--- src/rtl/mac_pkg.sv ---
// Shared definitions for the streaming MAC: accumulator sizing, op encoding
// and signed range limits.
package mac_pkg;

    localparam logic OP_ADD = 1'b0;
    localparam logic OP_SUB = 1'b1;

    function automatic int acc_width(input int width, input int guard);
        return 2 * width + guard;
    endfunction

    function automatic int signed_max(input int width);
        return (1 << (width - 1)) - 1;
    endfunction

    function automatic int signed_min(input int width);
        return -(1 << (width - 1));
    endfunction

endpackage

--- src/rtl/mac_sat_trunc.sv ---
// Reduces the wide accumulator to a WIDTH-bit result and flags out-of-range values.
// MAC_SAT_EN defined: out-of-range results clamp; otherwise they wrap.
module mac_sat_trunc
    import mac_pkg::*;
#(
    parameter int WIDTH = 8,
    parameter int ACC_W = 20
) (
    input  logic signed [ACC_W-1:0] acc,
    input  logic                    acc_ovf,
    input  logic                    true_neg,
    output logic [WIDTH-1:0]        result,
    output logic                    range_ovf
);

    localparam logic signed [ACC_W-1:0] MAX_V = ACC_W'(signed_max(WIDTH));
    localparam logic signed [ACC_W-1:0] MIN_V = ACC_W'(signed_min(WIDTH));

    logic neg;
    logic hi;
    logic lo;

    // Once the wide accumulator has wrapped its MSB lies, so the direction
    // comes from the carry-derived sign instead.
    always_comb begin
        neg       = acc_ovf ? true_neg : acc[ACC_W-1];
        hi        = !neg && (acc_ovf || (acc > MAX_V));
        lo        = neg && (acc_ovf || (acc < MIN_V));
        range_ovf = hi || lo;
`ifdef MAC_SAT_EN
        if (hi)
            result = WIDTH'(signed_max(WIDTH));
        else if (lo)
            result = WIDTH'(signed_min(WIDTH));
        else
            result = acc[WIDTH-1:0];
`else
        result = acc[WIDTH-1:0];
`endif
    end

endmodule

--- src/rtl/unidad_mac_stream.sv ---
// Streaming signed multiply-accumulate: product stage, accumulate stage, output register.
// MAC_SAT_EN selects saturating (defined) or wrapping (undefined) result reduction.
module unidad_mac_stream
    import mac_pkg::*;
#(
    parameter int WIDTH = 8,
    parameter int GUARD = 4
) (
    input  logic             CLK,
    input  logic             reset,
    input  logic             in_valid,
    output logic             in_ready,
    input  logic [WIDTH-1:0] in_a,
    input  logic [WIDTH-1:0] in_b,
    input  logic [WIDTH-1:0] in_c,
    input  logic             in_op,
    input  logic             in_first,
    input  logic             in_last,
    output logic             out_valid,
    input  logic             out_ready,
    output logic [WIDTH-1:0] out_data,
    output logic             out_ovf,
    input  logic             clr_err,
    output logic             err
);

    localparam int ACC_W  = acc_width(WIDTH, GUARD);
    localparam int PROD_W = 2 * WIDTH;
    localparam int WIDE_W = ACC_W + 1;

    logic stall;

    logic                     s1_valid;
    logic signed [PROD_W-1:0] s1_p;
    logic signed [WIDTH-1:0]  s1_c;
    logic                     s1_op;
    logic                     s1_first;
    logic                     s1_last;
    logic signed [PROD_W-1:0] prod_next;

    logic                     s2_valid;
    logic                     s2_last;
    logic signed [ACC_W-1:0]  acc;
    logic                     pkt_ovf;
    logic                     true_neg;

    logic signed [ACC_W-1:0]  base;
    logic signed [ACC_W-1:0]  p_ext;
    logic signed [WIDE_W-1:0] wide;
    logic                     ovf_prev;
    logic                     add_ovf;

    logic [WIDTH-1:0]         res_data;
    logic                     range_ovf;
    logic                     res_done;

    assign stall    = out_valid && !out_ready;
    assign in_ready = !stall;

    assign prod_next = PROD_W'($signed(in_a)) * PROD_W'($signed(in_b));

    always_ff @(posedge CLK or negedge reset) begin
        if (!reset) begin
            s1_valid <= 1'b0;
            s1_p     <= '0;
            s1_c     <= '0;
            s1_op    <= 1'b0;
            s1_first <= 1'b0;
            s1_last  <= 1'b0;
        end else if (!stall) begin
            s1_valid <= in_valid;
            if (in_valid) begin
                s1_p     <= prod_next;
                s1_c     <= $signed(in_c);
                s1_op    <= in_op;
                s1_first <= in_first;
                s1_last  <= in_last;
            end
        end
    end

    // A beat that follows a completed packet without first set starts from zero.
    always_comb begin
        base     = acc;
        ovf_prev = pkt_ovf;
        if (s1_first) begin
            base     = ACC_W'(s1_c);
            ovf_prev = 1'b0;
        end else if (s2_last) begin
            base     = '0;
            ovf_prev = 1'b0;
        end
        p_ext = ACC_W'(s1_p);
        if (s1_op == OP_ADD)
            wide = WIDE_W'(base) + WIDE_W'(p_ext);
        else
            wide = WIDE_W'(base) - WIDE_W'(p_ext);
        add_ovf = wide[ACC_W] != wide[ACC_W-1];
    end

    always_ff @(posedge CLK or negedge reset) begin
        if (!reset) begin
            s2_valid <= 1'b0;
            s2_last  <= 1'b0;
            acc      <= '0;
            pkt_ovf  <= 1'b0;
            true_neg <= 1'b0;
        end else if (!stall) begin
            s2_valid <= s1_valid;
            if (s1_valid) begin
                acc      <= wide[ACC_W-1:0];
                pkt_ovf  <= ovf_prev || add_ovf;
                true_neg <= wide[ACC_W];
                s2_last  <= s1_last;
            end
        end
    end

    mac_sat_trunc #(
        .WIDTH (WIDTH),
        .ACC_W (ACC_W)
    ) u_sat_trunc (
        .acc       (acc),
        .acc_ovf   (pkt_ovf),
        .true_neg  (true_neg),
        .result    (res_data),
        .range_ovf (range_ovf)
    );

    assign res_done = !stall && s2_valid && s2_last;

    always_ff @(posedge CLK or negedge reset) begin
        if (!reset) begin
            out_valid <= 1'b0;
            out_data  <= '0;
            out_ovf   <= 1'b0;
        end else if (!stall) begin
            out_valid <= s2_valid && s2_last;
            if (res_done) begin
                out_data <= res_data;
                out_ovf  <= range_ovf;
            end
        end
    end

    // A new overflowing result takes priority over a clear in the same cycle.
    always_ff @(posedge CLK or negedge reset) begin
        if (!reset)
            err <= 1'b0;
        else if (res_done && range_ovf)
            err <= 1'b1;
        else if (clr_err)
            err <= 1'b0;
    end

endmodule

--- config.mk ---
export PLATFORM = sky130hd
export DESIGN_NAME = unidad_mac_stream
export DESIGN_NICKNAME = d
export VERILOG_FILES = /design/src/rtl/mac_pkg.sv /design/src/rtl/mac_sat_trunc.sv /design/src/rtl/unidad_mac_stream.sv
export SDC_FILE = /design/constraint.sdc
export NUM_CORES = 1
export LEC_CHECK = 0
export ABC_AREA = 1
export BUFFER_PORTS_ARGS = -buffer_cell sky130_fd_sc_hd__buf_2
export CORE_UTILIZATION = 52
export DETAILED_ROUTE_END_ITERATION = 16
export HOLD_SLACK_MARGIN = 0.03
export PLACE_DENSITY = 0.73
export SYNTH_ARGS = -nofsm -noshare
export SYNTH_HDL_FRONTEND = slang
export SYNTH_SLANG_ARGS = --single-unit
--- constraint.sdc ---
create_clock -name CLK -period 2.5 [get_ports CLK]
set_input_delay 0.25 -clock CLK [delete_from_list [all_inputs] [get_ports CLK]]
set_output_delay 0.25 -clock CLK [all_outputs]
set_load 0.02 [all_outputs]
Word level (Yosys, flattened, before mapping)

Index checks and enable logic that the tools add are counted.

Input bits: 32
Output and inout port bits: 12
Logic and storage cells: 48
Flip-flop bits (word level): 63

Multiplexer cells: 8
Multiply operators: 1
Bitwise logic cells: 1
$lt $le $gt $ge: 2
$add $sub $neg: 2
Reduce and logical (&&, ||, !) cells: 18
Equal/unequal tests: 1

Operator list:

| cell                                                         | number |
|---|---|
| 2-to-1 mux 20 bit                                            | 2 |
| adder 20 x 16 -> 21 bit                                      | 1 |
| 2-to-1 mux 21 bit                                            | 1 |
| subtractor 20 x 16 -> 21 bit                                 | 1 |
| > comparator 20 x 8 -> 1 bit (second input constant)         | 1 |
| less-than comparator 20 x 8 -> 1 bit (second input constant) | 1 |
| multiplier 8 x 8 -> 16 bit                                   | 1 |
| logical AND 1 bit                                            | 7 |
| AND reduction 2 bit                                          | 3 |
| 2-to-1 mux 1 bit                                             | 5 |
| logical OR 1 bit                                             | 4 |
| logical NOT 1 bit                                            | 3 |
| nonzero test 2 bit                                           | 1 |
| != test 1 bit                                                | 1 |
| NOT 1 bit                                                    | 1 |

Longest topological paths before layout

Word-level depth: 7
Gate-level depth with buffers: 21
Depth with buffers taken out: 21

By module

A second synthesis with hierarchy kept.

Cells, all modules: 995
Area, all modules: 7061.8 um2

By module, submodules not included:

| module            | area an instance (um2) | times used | sequential area each (um2) | cells an instance |
|---|---|---|---|---|
| unidad_mac_stream | 6887.9                 | 1          | 1576.5                     | 957 |
| mac_sat_trunc     | 173.9                  | 1          | 0.0                        | 38 |

Worst setup path before layout

No wires, ideal clock.

Path type: input-to-reg
From: input in_a[0]
To: register s1_p[12]
Data required time: 2.382 ns
Stages: 18
Arrival time: 4.128 ns
Slack: -1.746 ns
Setup time: 0.118 ns
Path buffers: 1
Cell sequence: clkbuf_1 > or2_2 > fa_1 > fa_1 > inv_1 > fa_1 > inv_1 > fa_1 > inv_1 > ha_1 > a21oi_1 > o21ai_1 > a21oi_1 > nor2_1 > o21ai_1 > nand3_1 > nand3_1 > nand2_1

Longest elaborated chain between the ends: 1

RTL lines:

| item                       | RTL line                | text |
|---|---|---|
| from (decl)                | unidad_mac_stream.sv:13 | `input logic [WIDTH-1:0] in_a,` |
| multiplier 8 x 8 -> 16 bit | unidad_mac_stream.sv:60 | `assign prod_next = PROD_W'($signed(in_a)) * PROD_W'($signed(in_b));` |
| to (signal assigned)       | unidad_mac_stream.sv:73 | `s1_p <= prod_next;` |
| to (decl)                  | unidad_mac_stream.sv:34 | `logic signed [PROD_W-1:0] s1_p;` |

Every way passes these cells.
A chain may end at the register's enable or synchronous reset.

Final worst setup path

From: input in_b[7]
To: register s1_p[12]

Longest elaborated chain between the ends: 1

RTL lines:

| item                       | RTL line                | text |
|---|---|---|
| from (decl)                | unidad_mac_stream.sv:14 | `input logic [WIDTH-1:0] in_b,` |
| multiplier 8 x 8 -> 16 bit | unidad_mac_stream.sv:60 |  |

Every way passes these cells.

==> run_results.csv <==
group,metric,value,unit
timing,finClkSkew,0.005796,ns
setup_path,criticalPathCategory,"input pin to flop",
cells_and_area,multi_input_area,5518,sq um
yosys,synth_area,6909,sq um
timing,setup_viol,25,
cts,h-tree-depth,3,
cells_and_area,mostFrequentLayoutCells,"nand2_1 (227), inv_1 (164), buf_4 (135)",
timing,rsz0062_at_grt,"yes",
cells_and_area,nNetsFinal,1295,
timing,fin_crit_sh,1.453,
detailed_routing,vias,7296,
run,maxCapViolations,0,
detailed_routing,postRouteAntennaNets,0,
cts,hold_buffers,0,
yosys,synth_cell_types,38,
yosys,seq_area_frac_synth,0.2246,
detailed_routing,drtPass1Iterations,6,
cts,cts_buffers,9,
cts,clockBufferDepth,2,
setup_path,end_kind,"flop",
cells_and_area,regArea,1551,sq um
place,routabilityCongestion,0.9008,
global_route,grt_pass1_wl,31930,um
yosys,syn-mean-instance-area,7.175,sq um
cells_and_area,layout_commonest_cell,"nand2_1",
outcome,violations,"setup timing",
timing,fmax,0.2754,GHz
cts,cts_tree,"yes",
timing,slew_headroom,0.4803,
place,port_buffers,43,
place,place_ws,-1.460,ns
die,dieArea,13750,sq um
timing,fin_crit,3.631,ns
place,dp_hpwl,13450,um
detailed_routing,wl_per_cell,17.00,um
cts,cts.sinks,62,
global_route,grt_pass1_vias,7075,
die,die_h,117.3,um
cts,clkLatencyLatePin,0.35,ns
hold_path,hold_class,"input pin to async pin",
detailed_routing,drt_iter0_markers,824,
setup_path,path_cells,"buf_8 -> clkinvlp_4 -> or2_4 -> fa_2 -> fa_1 -> inv_2 -> fa_1 -> inv_1 -> fa_1 -> inv_2 -> ha_4 -> a21oi_4 -> o21ai_2 -> a21oi_2 -> nor2_1 -> o21ai_1 -> nand3_1 -> nand3_1 -> nand2_1",
detailed_routing,wl,22670,um
yosys,synth_nets,1101,
setup_path,cpPeakStageDelay,0.50,ns
outcome,status,"finished with violations",
cts,root_buffer,"clkbuf_16",
setup_path,critPathLaunch,"in_b[7]",
die,ios,44,
setup_path,arrival,3.87,ns
setup_path,crit_fanout,6,
yosys,netlist_instances,963,
setup_path,start_kind,"input pin",
yosys,ys.flop_type,"dfrtp_1",
global_route,grt_max_degree,63,
cells_and_area,area_delta_synth_final,46.61,%
die,start_util,0.5409,
die,fp.coreArea,12770,sq um
cells_and_area,fill_cells,733,
yosys,synth_edf_count,0,
setup_path,cp_slowest_cell,"fa_1",
yosys,async_flop_share,1.000,
detailed_routing,viasPerCell,5.469,
timing,layout_setup_ws,-1.131,ns
yosys,yosys_warnings,0,
cts,clkTransAtPathRegs,0.06,ns
die,rows,41,
cells_and_area,antenna_cells,0,
global_route,overflow,0,
setup_path,worstPathRequired,2.73,ns
yosys,synth_seq_cells,62,
detailed_routing,drc,0,
global_route,antenna_found_initial,0,
timing,worstMarginPinSlew,0.7796,ns
global_route,grt_usage,0.3038,
timing,finalMaxSlewViolations,0,
die,die_w,117.3,um
cells_and_area,drive_above_1_share,0.3924,
setup_path,path_common_cell,"fa_1",
timing,hold_viol,0,
setup_path,r2r_start,"s1_p[0]",
-- path summary, 6_finish.rpt --
check / end / slack [ns] / cells past startpoint
max: s1_p[12] / -1.13 / 19
min: out_data[0] / 0.06 / 2
max reg2reg: pkt_ovf / -0.60 / 20
min reg2reg: out_ovf / 0.47 / 2
max in group asynchronous: s1_op / 1.92 / 2
min in group CLK: err / 0.11 / 2
-- logic make-up (layout without fill, tap and decap cells) --
family | after synthesis | after routing | synth area share
compound gates | 114 | 114 | 0.09363
xor+xnor | 32 | 32 | 0.04057
fa+ha+maj | 106 | 106 | 0.2528
buf+inv | 238 | 437 | 0.1300
flops | 62 | 62 | 0.2246
simple gates | 411 | 411 | 0.2584
-- Yosys cell counts (6+ instances only) --
| cell type | n | share of area |
|---|---|---|
| a31oi_1 | 6 | 0.0054 |
| clkbuf_1 | 25 | 0.014 |
| fa_1 | 56 | 0.16 |
| ha_1 | 50 | 0.091 |
| nand3b_1 | 7 | 0.0076 |
| xnor2_1 | 18 | 0.023 |
| nand4_1 | 11 | 0.010 |
| dfrtp_1 | 62 | 0.22 |
| nand3_1 | 42 | 0.030 |
| xor2_1 | 14 | 0.018 |
| nor2_1 | 44 | 0.024 |
| inv_1 | 198 | 0.11 |
| o21ai_1 | 11 | 0.0080 |
| a21oi_1 | 20 | 0.014 |
| nand2_2 | 9 | 0.0081 |
| nand2_1 | 270 | 0.15 |
| o21ai_0 | 59 | 0.043 |
| inv_2 | 10 | 0.0054 |
-- metal layers --
metal	part of all wire	global-route usage	up-vias	wire, um
li1	-	-	3340	-
met1	0.36	0.3154	3461	8079
met2	0.53	0.5871	365	11930
met3	0.056	0.05149	130	1279
met4	0.061	0.1468	0	1386
met5	0	0	-	0
-- critical path, delay by kind of cell --
kind / cells / cell delay (ns)
adder cells (fa/ha/maj): 5 / 2.15
AO/OA/AOI/OAI: 4 / 0.57
buffers and inverters: 5 / 0.36
AND/OR/NAND/NOR: 5 / 0.55
-- area by class of cell --
| type | count | area share |
|---|---|---|
| clock inverters | 5 | 0.008029 |
| well taps | 172 | 0.02125 |
| clock buffers | 11 | 0.02396 |
| repair buffers | 212 | 0.1703 |
| flip-flops and latches | 62 | 0.1532 |
| multi-input cells | 663 | 0.5447 |
| inverters | 209 | 0.07856 |
-- sequential cells by signal, summed over array words and instances (netlist names) --
name       flops
s1_last        1
acc           20
s1_valid       1
s2_valid       1
s2_last        1
out_ovf        1
s1_first       1
s1_op          1
err            1
s1_c           8
out_data       8
out_valid      1
s1_p          16
pkt_ovf        1
-- what timing repair did --
action / CTS / global route
buffers inserted: 15 / 12
endpoints found under the setup margin: 23 / 26
hold endpoints to repair: 0 / 0
pin swaps: 102 / 50
resized for setup: 166 / 90
-- per-stage QoR --
stage	util	TNS [ns]	hold WS (ns)	instances	cell area, sq um
global route	0.7930	-15.78	0.1148	1334	10130
global placement	0.6733	-15.21	0.4450	1293	8601
detailed placement	0.6733	-16.27	0.4477	1293	8601
floorplan	-	-10.33	-0.04559	963	7356
finish	0.7930	-13.22	0.06188	1334	10130
CTS	0.7580	-10.49	0.1007	1322	9682
Power is not shown: default switching activity piles up to over one toggle a cycle in this logic, so the estimate is an artifact.
